## src/rtl/fetch_stage_pkg.sv

```systemverilog
// Shared definitions for the instruction-fetch front end.
//   PC_W / INST_W     : program-counter and instruction-word widths
//   SEL_*             : redirect_sel encodings driven by ID
//   fetch_state_e     : fetch sequencer states
//   q_entry_t         : one prefetch-queue slot {instruction, pc}
//   branch_target()   : PC-relative branch target with zero-extended offset
package fetch_stage_pkg;

  localparam int PC_W   = 12;
  localparam int INST_W = 19;

  localparam logic [1:0] SEL_NONE   = 2'b00;
  localparam logic [1:0] SEL_BRANCH = 2'b01;
  localparam logic [1:0] SEL_JUMP   = 2'b10;
  localparam logic [1:0] SEL_RET    = 2'b11;

  typedef enum logic {
    FETCH = 1'b0,
    DRAIN = 1'b1
  } fetch_state_e;

  typedef struct packed {
    logic [INST_W-1:0] inst;
    logic [PC_W-1:0]   pc;
  } q_entry_t;

  // Offset is an unsigned 8-bit forward displacement from the next PC;
  // the sum wraps modulo 2**PC_W.
  function automatic logic [PC_W-1:0] branch_target(input logic [PC_W-1:0] pc,
                                                     input logic [7:0]      offset);
    return pc + PC_W'(1) + {4'b0000, offset};
  endfunction

endpackage

```

## src/rtl/fetch_stage_ret_addr_stack.sv

```systemverilog
// ret_addr_stack: circular return-address stack.
//   clk, reset     : clock, asynchronous active-high reset (empties the stack)
//   push_i         : push push_data_i; when full the oldest entry is overwritten
//   push_data_i    : return address to push
//   pop_i          : pop the top entry; popping an empty stack is flagged
//   top_o          : current top of stack (0 when empty)
//   overflow_o     : sticky, set by a push while full
//   underflow_o    : sticky, set by a pop while empty
module ret_addr_stack #(
  parameter int DEPTH = 8,
  parameter int W     = 12
) (
  input  logic         clk,
  input  logic         reset,
  input  logic         push_i,
  input  logic [W-1:0] push_data_i,
  input  logic         pop_i,
  output logic [W-1:0] top_o,
  output logic         overflow_o,
  output logic         underflow_o
);

  localparam int AW = $clog2(DEPTH);

  logic [W-1:0]  mem_q [DEPTH];
  logic [AW-1:0] wr_ptr_q;      // next slot to write; top lives one below
  logic [AW-1:0] top_idx;
  logic [AW:0]   count_q;
  logic          overflow_q;
  logic          underflow_q;
  logic          empty;
  logic          full;

  assign empty       = (count_q == '0);
  assign full        = (count_q == (AW+1)'(DEPTH));
  assign top_idx     = wr_ptr_q - AW'(1);
  assign top_o       = empty ? '0 : mem_q[top_idx];
  assign overflow_o  = overflow_q;
  assign underflow_o = underflow_q;

  // NOTE: sequential state is assigned with <= so every flop samples the
  // pre-edge values regardless of statement order.
  always_ff @(posedge clk or posedge reset) begin
    if (reset) begin
      wr_ptr_q    <= '0;
      count_q     <= '0;
      overflow_q  <= 1'b0;
      underflow_q <= 1'b0;
    end else if (push_i) begin
      // When full the pointer still advances, so the write lands on the
      // oldest entry and the depth stays saturated.
      wr_ptr_q <= wr_ptr_q + AW'(1);
      if (full) overflow_q <= 1'b1;
      else      count_q    <= count_q + (AW+1)'(1);
    end else if (pop_i) begin
      if (empty) begin
        underflow_q <= 1'b1;
      end else begin
        wr_ptr_q <= top_idx;
        count_q  <= count_q - (AW+1)'(1);
      end
    end
  end

  // NOTE: the storage array has no reset; emptiness is tracked by count_q,
  // so stale contents are never observed and the array can map to plain RAM.
  always_ff @(posedge clk) begin
    if (push_i) mem_q[wr_ptr_q] <= push_data_i;
  end

endmodule

```

## src/rtl/fetch_stage.sv

```systemverilog
// fetch_stage: instruction-fetch front end feeding the IF/ID register.
//   clk, reset           : clock, asynchronous active-high reset
//   imem_req/imem_addr   : fetch request, address held stable until imem_ack
//   imem_ack/imem_rdata  : read data valid (may arrive in the request cycle)
//   if_instruction/if_pc/if_valid : head of the 2-entry show-ahead queue
//   if_stall             : consumer hold; head is not popped
//   redirect/redirect_sel/redirect_call/id_pc/id_imm : redirect from ID
//   ras_overflow/ras_underflow : sticky return-address-stack error flags
module fetch_stage
  import fetch_stage_pkg::*;
#(
  parameter logic [PC_W-1:0] RESET_PC  = 12'h000,
  parameter int              RAS_DEPTH = 8
) (
  input  logic              clk,
  input  logic              reset,
  output logic              imem_req,
  output logic [PC_W-1:0]   imem_addr,
  input  logic              imem_ack,
  input  logic [INST_W-1:0] imem_rdata,
  output logic [INST_W-1:0] if_instruction,
  output logic [PC_W-1:0]   if_pc,
  output logic              if_valid,
  input  logic              if_stall,
  input  logic              redirect,
  input  logic [1:0]        redirect_sel,
  input  logic              redirect_call,
  input  logic [PC_W-1:0]   id_pc,
  input  logic [PC_W-1:0]   id_imm,
  output logic              ras_overflow,
  output logic              ras_underflow
);

  fetch_state_e    state_q, state_d;
  logic [PC_W-1:0] fetch_pc_q, fetch_pc_d;
  logic [PC_W-1:0] target_q, target_d;     // redirect target held during DRAIN
  q_entry_t        ent_q [2];
  q_entry_t        ent_d [2];
  logic [1:0]      count_q, count_d;

  logic            redir;
  logic [PC_W-1:0] redir_target;
  logic            ras_push;
  logic            ras_pop;
  logic [PC_W-1:0] ras_top;
  logic            req;
  logic            push;
  logic            pop;

  // A redirect with sel=00 is not a redirect at all.
  assign redir    = redirect && (redirect_sel != SEL_NONE);
  assign ras_push = redir && (redirect_sel == SEL_JUMP) && redirect_call;
  assign ras_pop  = redir && (redirect_sel == SEL_RET);

  ret_addr_stack #(
    .DEPTH (RAS_DEPTH),
    .W     (PC_W)
  ) u_ras (
    .clk         (clk),
    .reset       (reset),
    .push_i      (ras_push),
    .push_data_i (id_pc + PC_W'(1)),
    .pop_i       (ras_pop),
    .top_o       (ras_top),
    .overflow_o  (ras_overflow),
    .underflow_o (ras_underflow)
  );

  always_comb begin
    redir_target = '0;
    unique case (redirect_sel)
      SEL_BRANCH: redir_target = branch_target(id_pc, id_imm[7:0]);
      SEL_JUMP:   redir_target = id_imm;
      SEL_RET:    redir_target = ras_top;
      default:    redir_target = '0;
    endcase
  end

  // DRAIN keeps the outstanding request alive; in FETCH a request is made
  // only while the queue has room. Reset gates the port combinationally so
  // the request drops the instant reset is asserted.
  assign req       = (state_q == DRAIN) || (count_q != 2'd2);
  assign imem_req  = req && !reset;
  assign imem_addr = reset ? '0 : fetch_pc_q;

  assign push = (state_q == FETCH) && req && imem_ack && !redir;
  assign pop  = (count_q != 2'd0) && !if_stall;

  // NOTE: every variable driven here gets a default first, so no path
  // through the block leaves a value unassigned and no latch is inferred.
  always_comb begin
    state_d    = state_q;
    fetch_pc_d = fetch_pc_q;
    target_d   = target_q;
    unique case (state_q)
      FETCH: begin
        if (redir) begin
          if (req && !imem_ack) begin
            state_d  = DRAIN;
            target_d = redir_target;
          end else begin
            fetch_pc_d = redir_target;
          end
        end else if (req && imem_ack) begin
          fetch_pc_d = fetch_pc_q + PC_W'(1);
        end
      end
      DRAIN: begin
        if (redir) target_d = redir_target;
        // The acknowledged word belongs to the abandoned path and is dropped.
        if (imem_ack) begin
          state_d    = FETCH;
          fetch_pc_d = redir ? redir_target : target_q;
        end
      end
      default: state_d = FETCH;
    endcase
  end

  // Queue slot 0 is always the head. A pop shifts slot 1 down; a push then
  // lands in the first free slot after that shift.
  always_comb begin
    ent_d   = ent_q;
    count_d = count_q;
    if (redir) begin
      count_d = 2'd0;
    end else begin
      if (pop) begin
        ent_d[0] = ent_q[1];
        count_d  = count_q - 2'd1;
      end
      if (push) begin
        ent_d[count_d[0]] = '{inst: imem_rdata, pc: fetch_pc_q};
        count_d           = count_d + 2'd1;
      end
    end
  end

  always_ff @(posedge clk or posedge reset) begin
    if (reset) begin
      state_q    <= FETCH;
      fetch_pc_q <= RESET_PC;
      target_q   <= '0;
      ent_q[0]   <= '0;
      ent_q[1]   <= '0;
      count_q    <= 2'd0;
    end else begin
      state_q    <= state_d;
      fetch_pc_q <= fetch_pc_d;
      target_q   <= target_d;
      ent_q[0]   <= ent_d[0];
      ent_q[1]   <= ent_d[1];
      count_q    <= count_d;
    end
  end

  assign if_valid       = (count_q != 2'd0);
  assign if_instruction = ent_q[0].inst;
  assign if_pc          = ent_q[0].pc;

endmodule

```

## config.mk

```make
export PLATFORM = sky130hd
export DESIGN_NAME = fetch_stage
export DESIGN_NICKNAME = d
export VERILOG_FILES = /design/src/rtl/fetch_stage_pkg.sv /design/src/rtl/fetch_stage_ret_addr_stack.sv /design/src/rtl/fetch_stage.sv
export SDC_FILE = /design/constraint.sdc
export NUM_CORES = 1
export LEC_CHECK = 0
export BUFFER_PORTS_ARGS = -buffer_cell sky130_fd_sc_hd__buf_2
export CORE_UTILIZATION = 30
export CTS_CLUSTER_SIZE = 30
export DETAILED_ROUTE_END_ITERATION = 16
export PLACE_DENSITY_LB_ADDON = 0.12
export SYNTH_ARGS = -nofsm -noshare
export SYNTH_HDL_FRONTEND = slang
export SYNTH_HIERARCHICAL = 1
export SYNTH_SLANG_ARGS = --single-unit
export TNS_END_PERCENT = 100
```

## constraint.sdc

```tcl
create_clock -name clk -period 2.5 [get_ports clk]
set_input_delay 0.25 -clock clk [delete_from_list [all_inputs] [get_ports clk]]
set_output_delay 0.25 -clock clk [all_outputs]
set_load 0.1 [all_outputs]
```

* Word level (Yosys, flattened, before mapping)
Memory sizes are Yosys's and may differ from the RTL's.
Cells that the tools add are included.
** Word-level totals
- Output and inout port bits :: 47
- Latch bits :: 0
- RAM bits :: 96
- Memory bits (read-only) :: 0
- Word-level logic and storage cells :: 103
- Register bits :: 98
- Input bits :: 51
- Memories kept :: 1
** Memory list
- u_ras.mem_q :: depth 8, bits a word 12, read ports 1, clocked after memory_dff 0, wr ports 1, line fetch_stage_ret_addr_stack.sv:25 : logic [W-1:0] mem_q [DEPTH];
** Operators by class
- Add/subtract/negate cells :: 9
- Shift-type cells :: 0
- Bitwise gates (word level) :: 4
- Order comparisons :: 2
- Equality and inequality tests :: 12
- Multiply operators :: 0
- Reductions and logical operators :: 28
- Mux-type cells :: 35
- Div/mod/pow operators :: 0
** Operators with widths (count)
- $mux W12 :: 9
- $mux W31 :: 3
- $bwmux W62 :: 1
- $mux W62 :: 1
- $pmux W12 S2 :: 2
- $pmux W12 S3 :: 1
- $demux W31 S1 :: 1
- $add A12 B1 Y12 const B :: 2
- $mux W4 :: 4
- $add A12 B8 Y12 :: 1
- $logic_and A1 B1 Y1 :: 12
- $ne A2 B2 Y1 const B :: 5
- $mux W3 :: 3
- $reduce_and A3 Y1 :: 3
- $mux W2 :: 4
- $reduce_and A2 Y1 :: 4
- $reduce_bool A2 Y1 :: 3
- $mux W1 :: 5
- $add A4 B1 Y4 const B :: 1
- $eq A2 B2 Y1 const B :: 2
- $eq A4 B4 Y1 const B :: 1
- $logic_not A1 Y1 :: 4
- $logic_not A4 Y1 :: 1
- $sub A4 B1 Y4 const B :: 1
- other kinds (14) :: 16

* Longest topological paths before layout
- Depth in word-level cells :: 11
- Depth in mapped cells :: 13
- Mapped depth without buffers :: 11

* Modules after synthesis
Netlist, hierarchy kept.
** Modules (own cells, without submodules)
- fetch_stage :: area an instance 5267.6 um^2, cells an instance 535, times used 1, seq. area each 2227.1 um^2
- ret_addr_stack :: area an instance 4281.6 um^2, cells an instance 228, times used 1, seq. area each 3108.0 um^2

* Worst setup path after synthesis
No wires, ideal clock.
- Path kind :: input to register
- Start :: in redirect_sel[1]
- End :: mem u_ras.mem_q[4][0], enable pin
- Stages :: 6
- Slack :: -0.201 ns
- Path buffers :: 3
- Required time :: 2.104 ns
- Data arrival time :: 2.305 ns
- Setup time :: 0.396 ns
- Cells stage by stage :: clkbuf_1 -> clkbuf_1 -> and4_1 -> clkbuf_1 -> nand2_1 -> nor3_1
** Between the ends
- Word-level cells in the longest chain between the ends :: 6
- Elaborated cells between the ends (all ways) :: 7
- Classes of those cells :: eq/ne (1); mux (2); reduce/logical (4)
** Ends and longest elaborated chain
- from (decl) :: line fetch_stage.sv:26 : input logic [1:0] redirect_sel,
- $reduce_bool A2 Y1 :: line fetch_stage.sv:51 : assign redir = redirect && (redirect_sel != SEL_NONE);
- $logic_and A1 B1 Y1 :: line fetch_stage.sv:51
- $logic_and A1 B1 Y1 (*) (2 in series) :: line fetch_stage.sv:52 : assign ras_push = redir && (redirect_sel == SEL_JUMP) && redirect_call;
- net ras_push :: line fetch_stage.sv:43 : logic ras_push;
- $mux W1 (*) :: line fetch_stage_ret_addr_stack.sv:68 : if (push_i) mem_q[wr_ptr_q] <= push_data_i;
- $mux W1 (not written as such) (*) :: line fetch_stage_ret_addr_stack.sv:68
- to (decl) :: line fetch_stage_ret_addr_stack.sv:25
The timed path passes the listed nets; every way through them passes the cells marked *.

* Worst setup path after layout
- Start :: reg u_ras.count_q[1]
- End :: reg fetch_pc_q[1]
** Between the ends
- Word-level cells in the longest chain between the ends :: 6
- Elaborated cells between the ends (all ways) :: 8
- Classes of those cells :: mux (7); reduce/logical (1)
** Ends and longest elaborated chain
- from (decl) :: line fetch_stage_ret_addr_stack.sv:28 : logic [AW:0] count_q;
- from (signal assigned) :: line fetch_stage_ret_addr_stack.sv:54 : else count_q <= count_q + (AW+1)'(1);
- from (signal assigned) :: line fetch_stage_ret_addr_stack.sv:60 : count_q <= count_q - (AW+1)'(1);
- $logic_not A4 Y1 (*) :: line fetch_stage_ret_addr_stack.sv:34 : assign empty = (count_q == '0);
- $mux W12 (*) :: line fetch_stage_ret_addr_stack.sv:37 : assign top_o = empty ? '0 : mem_q[top_idx];
- net ras_top[1] :: line fetch_stage.sv:45 : logic [PC_W-1:0] ras_top;
- $pmux W12 S3 (*) :: line fetch_stage.sv:71 : unique case (redirect_sel)
- $mux W12, on equally long branches
- $mux W12, on equally long branches :: line fetch_stage.sv:111, fetch_stage.sv:97
- $pmux W12 S2 (*) :: line fetch_stage.sv:95 : unique case (state_q)
- to (signal assigned) :: line fetch_stage.sv:149 : fetch_pc_q <= fetch_pc_d;
- to (decl) :: line fetch_stage.sv:35 : logic [PC_W-1:0] fetch_pc_q, fetch_pc_d;
The timed path passes the listed nets; every way through them passes the cells marked *. The select of a mux whose other input is x is not followed.
A chain may end at the register's enable or synchronous reset.

==> impl_summary.log <==
[metrics] post-synth top area cell: sky130_fd_sc_hd__edfxtp_1
[metrics] layout overhead on the synthesized area: 19.34%
[metrics] placer's final routability congestion estimate: 0.8205
[metrics] switching power as a share of total power: 45.73%
[metrics] Avg Synthesized Cell Area: 12.52 sq um
[metrics] end point of the worst hold path: if_instruction[4]$_DFFE_PP0N_
[metrics] clk buf depth: 2
[metrics] Clock Latency Late Sink: 0.44 ns
[metrics] r2r startpoint: u_ras/count_q[1]$_DFFE_PP0P_
[metrics] iteration count of the initial detailed-routing pass: 5
[metrics] Worst Path Required: 2.83 ns
[metrics] layout net count: 953
[metrics] area share of the leading cell type in the synthesized netlist: 30.19%
[metrics] startpoint of the worst hold path: imem_rdata[4]
[metrics] CP arrival: 2.71 ns
[metrics] Placement Rows: 64
[metrics] cell types with the highest counts after synthesis: sky130_fd_sc_hd__dfrtp_1, sky130_fd_sc_hd__edfxtp_1, sky130_fd_sc_hd__inv_1, sky130_fd_sc_hd__nand2_1, sky130_fd_sc_hd__mux2_2
[metrics] total number of H-tree levels: 4
[metrics] clock transition time at the flip-flop clock pins of the worst setup and hold paths: 0.08 ns
[metrics] DR WL/cell: 19.47 um
[metrics] warning count from the yosys run: 6
[metrics] DRC Markers: 0
[metrics] number of top-level pins: 98
[metrics] transition time at the pin with the least slew margin: 0.8917 ns
[metrics] overall overflow remaining after global route: 0
[metrics] clock share of power: 18.7%
[metrics] worst setup path class: register to register
[metrics] clock sink count: 194
[metrics] clock period minus worst slack: 2.381 ns
[metrics] number of hold violations in the final report: 0
[metrics] Antenna Nets Post-Route: 0
[metrics] design area: 0.01140 sq mm
[metrics] worst IR drop on VDD: 0.0004509 V
[metrics] number of enable flip-flop cells after synthesis: 96
[metrics] Tightest Hold Check Type: input port to register
[metrics] leakage component of the power: 4.798 nW
[metrics] number of global-route vias before repair: 6,659
[metrics] endpoint kind of the worst setup timing path: register
[metrics] final cycle utilization of the critical path: 95.25%
[metrics] via count: 6,385
[metrics] Reg-to-Reg End: fetch_pc_q[1]$_DFFE_PP0P_
[metrics] dpl hpwl: 18.25 mm
[metrics] result of the run: finished clean
[metrics] cell depth of the worst hold path: 3
[metrics] total of max-cap violations: 0
[metrics] number of standard cells after synthesis: 763
[metrics] relative max-transition margin: 40.11%
[metrics] setup ws final: 0.1187 ns
[metrics] initial DRC count: 330
[metrics] largest net degree at the start of global routing: 55
[metrics] first-pass GRT wire length: 39.27 mm
[metrics] net load switching power: 6.788 mW
[metrics] DIE HEIGHT: 180.4 um
[metrics] final WL: 25.13 mm
[metrics] Pint: 8.057 mW
[metrics] most frequent cell after synthesis: sky130_fd_sc_hd__dfrtp_1
[metrics] PD cells: 1303 mW/mm^2
[metrics] Floorplan Core Area: 0.03099 sq mm
[metrics] post-layout power: 14.85 mW
[metrics] count of input and output buffers: 97
[metrics] pre-CTS setup slack: -0.2014 ns
[metrics] number of nets produced by synthesis: 835
[metrics] overall global routing resource usage: 15.87%
[metrics] floorplan die area: 0.03255 sq mm
[metrics] unrepaired setup endpoints after global routing: false
[metrics] Setup crit start kind: register
[metrics] Main synth FF type: sky130_fd_sc_hd__dfrtp_1
[metrics] Placed Instance Area: 0.01076 sq mm
[metrics] setup slack on the worst flop-to-flop path: 0.12 ns
[metrics] flop and latch count out of synthesis: 194
[metrics] async set or reset register ratio after synthesis: 50.52%
[metrics] share of cells above drive strength 1: 33.22%
[metrics] clock skew after layout: 0.01536 ns
[metrics] CTS root buffer: sky130_fd_sc_hd__clkbuf_16
[metrics] Vias per Instance: 4.946
[metrics] combinational power share: 49.2%
[metrics] cell types occupying the most area after synthesis: sky130_fd_sc_hd__edfxtp_1, sky130_fd_sc_hd__dfrtp_1, sky130_fd_sc_hd__mux4_2
[metrics] CTS tree: done
[metrics] antenna violations before repair: 0
[metrics] cts bufs inserted: 17
[metrics] highest clock rate: 419.9 MHz
[metrics] register area share after synthesis: 55.87%
[metrics] Initial Utilization: 30.81%
[metrics] setup-violating endpoint count in the final report: 0
[metrics] maximum fanout along the worst path: 5
[metrics] worst reg2reg path depth: 8
[metrics] Synth Cell Area: 0.009549 sq mm
[metrics] Slew Viols, Final: 0
[metrics] sequential share of power: 32.0%
[metrics] Die Width: 180.4 um
[metrics] post-synth cell types: 65
per-stage QoR:
step	hold WS, ns	std cells	setup TNS [ns]	util (%)
5_1_grt	0.01910	1290	0	36.77
3_3_place_gp	0.3868	1257	-0.3007	34.72
6_report	0.02736	1291	0	36.77
3_5_place_dp	0.3973	1257	-0.9492	34.72
4_1_cts	0.01142	1290	0	36.70
2_1_floorplan	0.07792	763	0	-
logic make-up after synthesis:
family	Yosys count	synth area share, %
flops	194	55.87
mux	78	12.05
xor+xnor	33	3.027
buf+inv	145	7.534
simple gates	162	8.635
compound gates	130	9.971
fa+ha+maj	21	2.909
layout make-up:
type / instances / area, sq um
Antenna cell: 1 / 2.502
Clock buffer: 17 / 425.4
Clock inverter: 15 / 180.2
Fill cell: 3011 / 19590
Inverter: 70 / 266.5
Multi-Input combinational cell: 424 / 3550
Sequential cell: 194 / 5335
Tap cell: 396 / 495.5
Timing Repair Buffer: 174 / 1141
worst max-delay path by stage:
| stage | startpoint | to | slack [ns] | cells past startpoint |
|---|---|---|---|---|
| global route | u_ras/wr_ptr_q[1]$_DFFE_PP0P_ | fetch_pc_q[9]$_DFFE_PP0P_ | 0.04 | 11 |
| detailed placement | id_pc[1] | fetch_pc_q[10]$_DFFE_PP0P_ | -0.20 | 13 |
| global placement | id_pc[1] | fetch_pc_q[10]$_DFFE_PP0P_ | -0.09 | 13 |
| floorplan | id_pc[0] | target_q[11]$_DFFE_PP0P_ | 0.003 | 10 |
| CTS | u_ras/wr_ptr_q[1]$_DFFE_PP0P_ | fetch_pc_q[1]$_DFFE_PP0P_ | 0.003 | 10 |
| finish | u_ras/count_q[1]$_DFFE_PP0P_ | fetch_pc_q[1]$_DFFE_PP0P_ | 0.12 | 8 |
worst max-delay path: stages, from the launching register on:
cell and delay [ns]:
sky130_fd_sc_hd__dfrtp_1 0.40, sky130_fd_sc_hd__or3_4 0.43, sky130_fd_sc_hd__o21bai_2 0.31, sky130_fd_sc_hd__o22ai_1 0.18
sky130_fd_sc_hd__mux2_2 0.31, sky130_fd_sc_hd__a22oi_2 0.16, sky130_fd_sc_hd__buf_4 0.15, sky130_fd_sc_hd__a21oi_1 0.06
sky130_fd_sc_hd__mux2_2 0.27
routing by layer:
layer  track usage (%)  part of all wire (%)
met1             19.88                    43
met5                 0                     0
met4             4.376                   1.5
met3             2.728                   3.7
met2             28.05                    51
power by group through the flow:
| stage | Sequential, mW | Combinational (mW) | Clock [mW] |
|---|---|---|---|
| 4_1_cts | 4.76 | 7.36 | 2.87 |
| 6_report | 4.76 | 7.31 | 2.78 |
| 3_5_place_dp | 4.83 | 7.34 | 0 |
| 2_1_floorplan | 4.63 | 5.88 | 0 |
| 5_1_grt | 4.88 | 7.80 | 2.99 |
| 3_3_place_gp | 4.79 | 7.26 | 0 |
placed cells by master, fill, tap and decap left out, types with 3 or more instances in the layout:
master                      synthesis  layout
sky130_fd_sc_hd__nor4_1             3       3
sky130_fd_sc_hd__inv_6              0       3
sky130_fd_sc_hd__nor3_2             2       4
sky130_fd_sc_hd__clkbuf_16          0      17
sky130_fd_sc_hd__nand4_1            5       5
sky130_fd_sc_hd__mux2_2            43      43
sky130_fd_sc_hd__edfxtp_1          96      96
sky130_fd_sc_hd__o22ai_1           14      14
sky130_fd_sc_hd__nand3_1           14      14
sky130_fd_sc_hd__a31oi_1            5       5
sky130_fd_sc_hd__inv_1             70      69
sky130_fd_sc_hd__o21ai_2            3       3
sky130_fd_sc_hd__o31ai_1            3       3
sky130_fd_sc_hd__mux2i_1           10      10
sky130_fd_sc_hd__buf_12             1       6
sky130_fd_sc_hd__o21ai_0           23      23
sky130_fd_sc_hd__o21ai_1            3       3
sky130_fd_sc_hd__xnor2_1           14      13
sky130_fd_sc_hd__a211oi_1           3       3
sky130_fd_sc_hd__o21a_1             3       3
sky130_fd_sc_hd__ha_1              19      18
sky130_fd_sc_hd__nor3_1             9       7
sky130_fd_sc_hd__a222oi_1          30      30
sky130_fd_sc_hd__xor2_1            19      18
sky130_fd_sc_hd__clkinv_8           0       5
sky130_fd_sc_hd__buf_2             20      97
sky130_fd_sc_hd__nand2b_1           5       5
sky130_fd_sc_hd__nor2b_1           14      14
sky130_fd_sc_hd__a21oi_1           18      18
sky130_fd_sc_hd__and3_1             7       7
sky130_fd_sc_hd__inv_8              0       3
sky130_fd_sc_hd__mux4_2            24      24
sky130_fd_sc_hd__o2bb2ai_1          4       3
sky130_fd_sc_hd__dfrtp_1           98      98
sky130_fd_sc_hd__nor2_1            39      38
sky130_fd_sc_hd__buf_4             33      70
sky130_fd_sc_hd__a21o_1             4       4
sky130_fd_sc_hd__nand2_1           49      49
what timing repair did:
action,CTS,global route
resized for setup,0,4
hold buffers,1,0
endpoints found under the setup margin,0,4
setup buffers,0,0
hold endpoints to repair,21,0
Power figures use the tool's default switching activity.
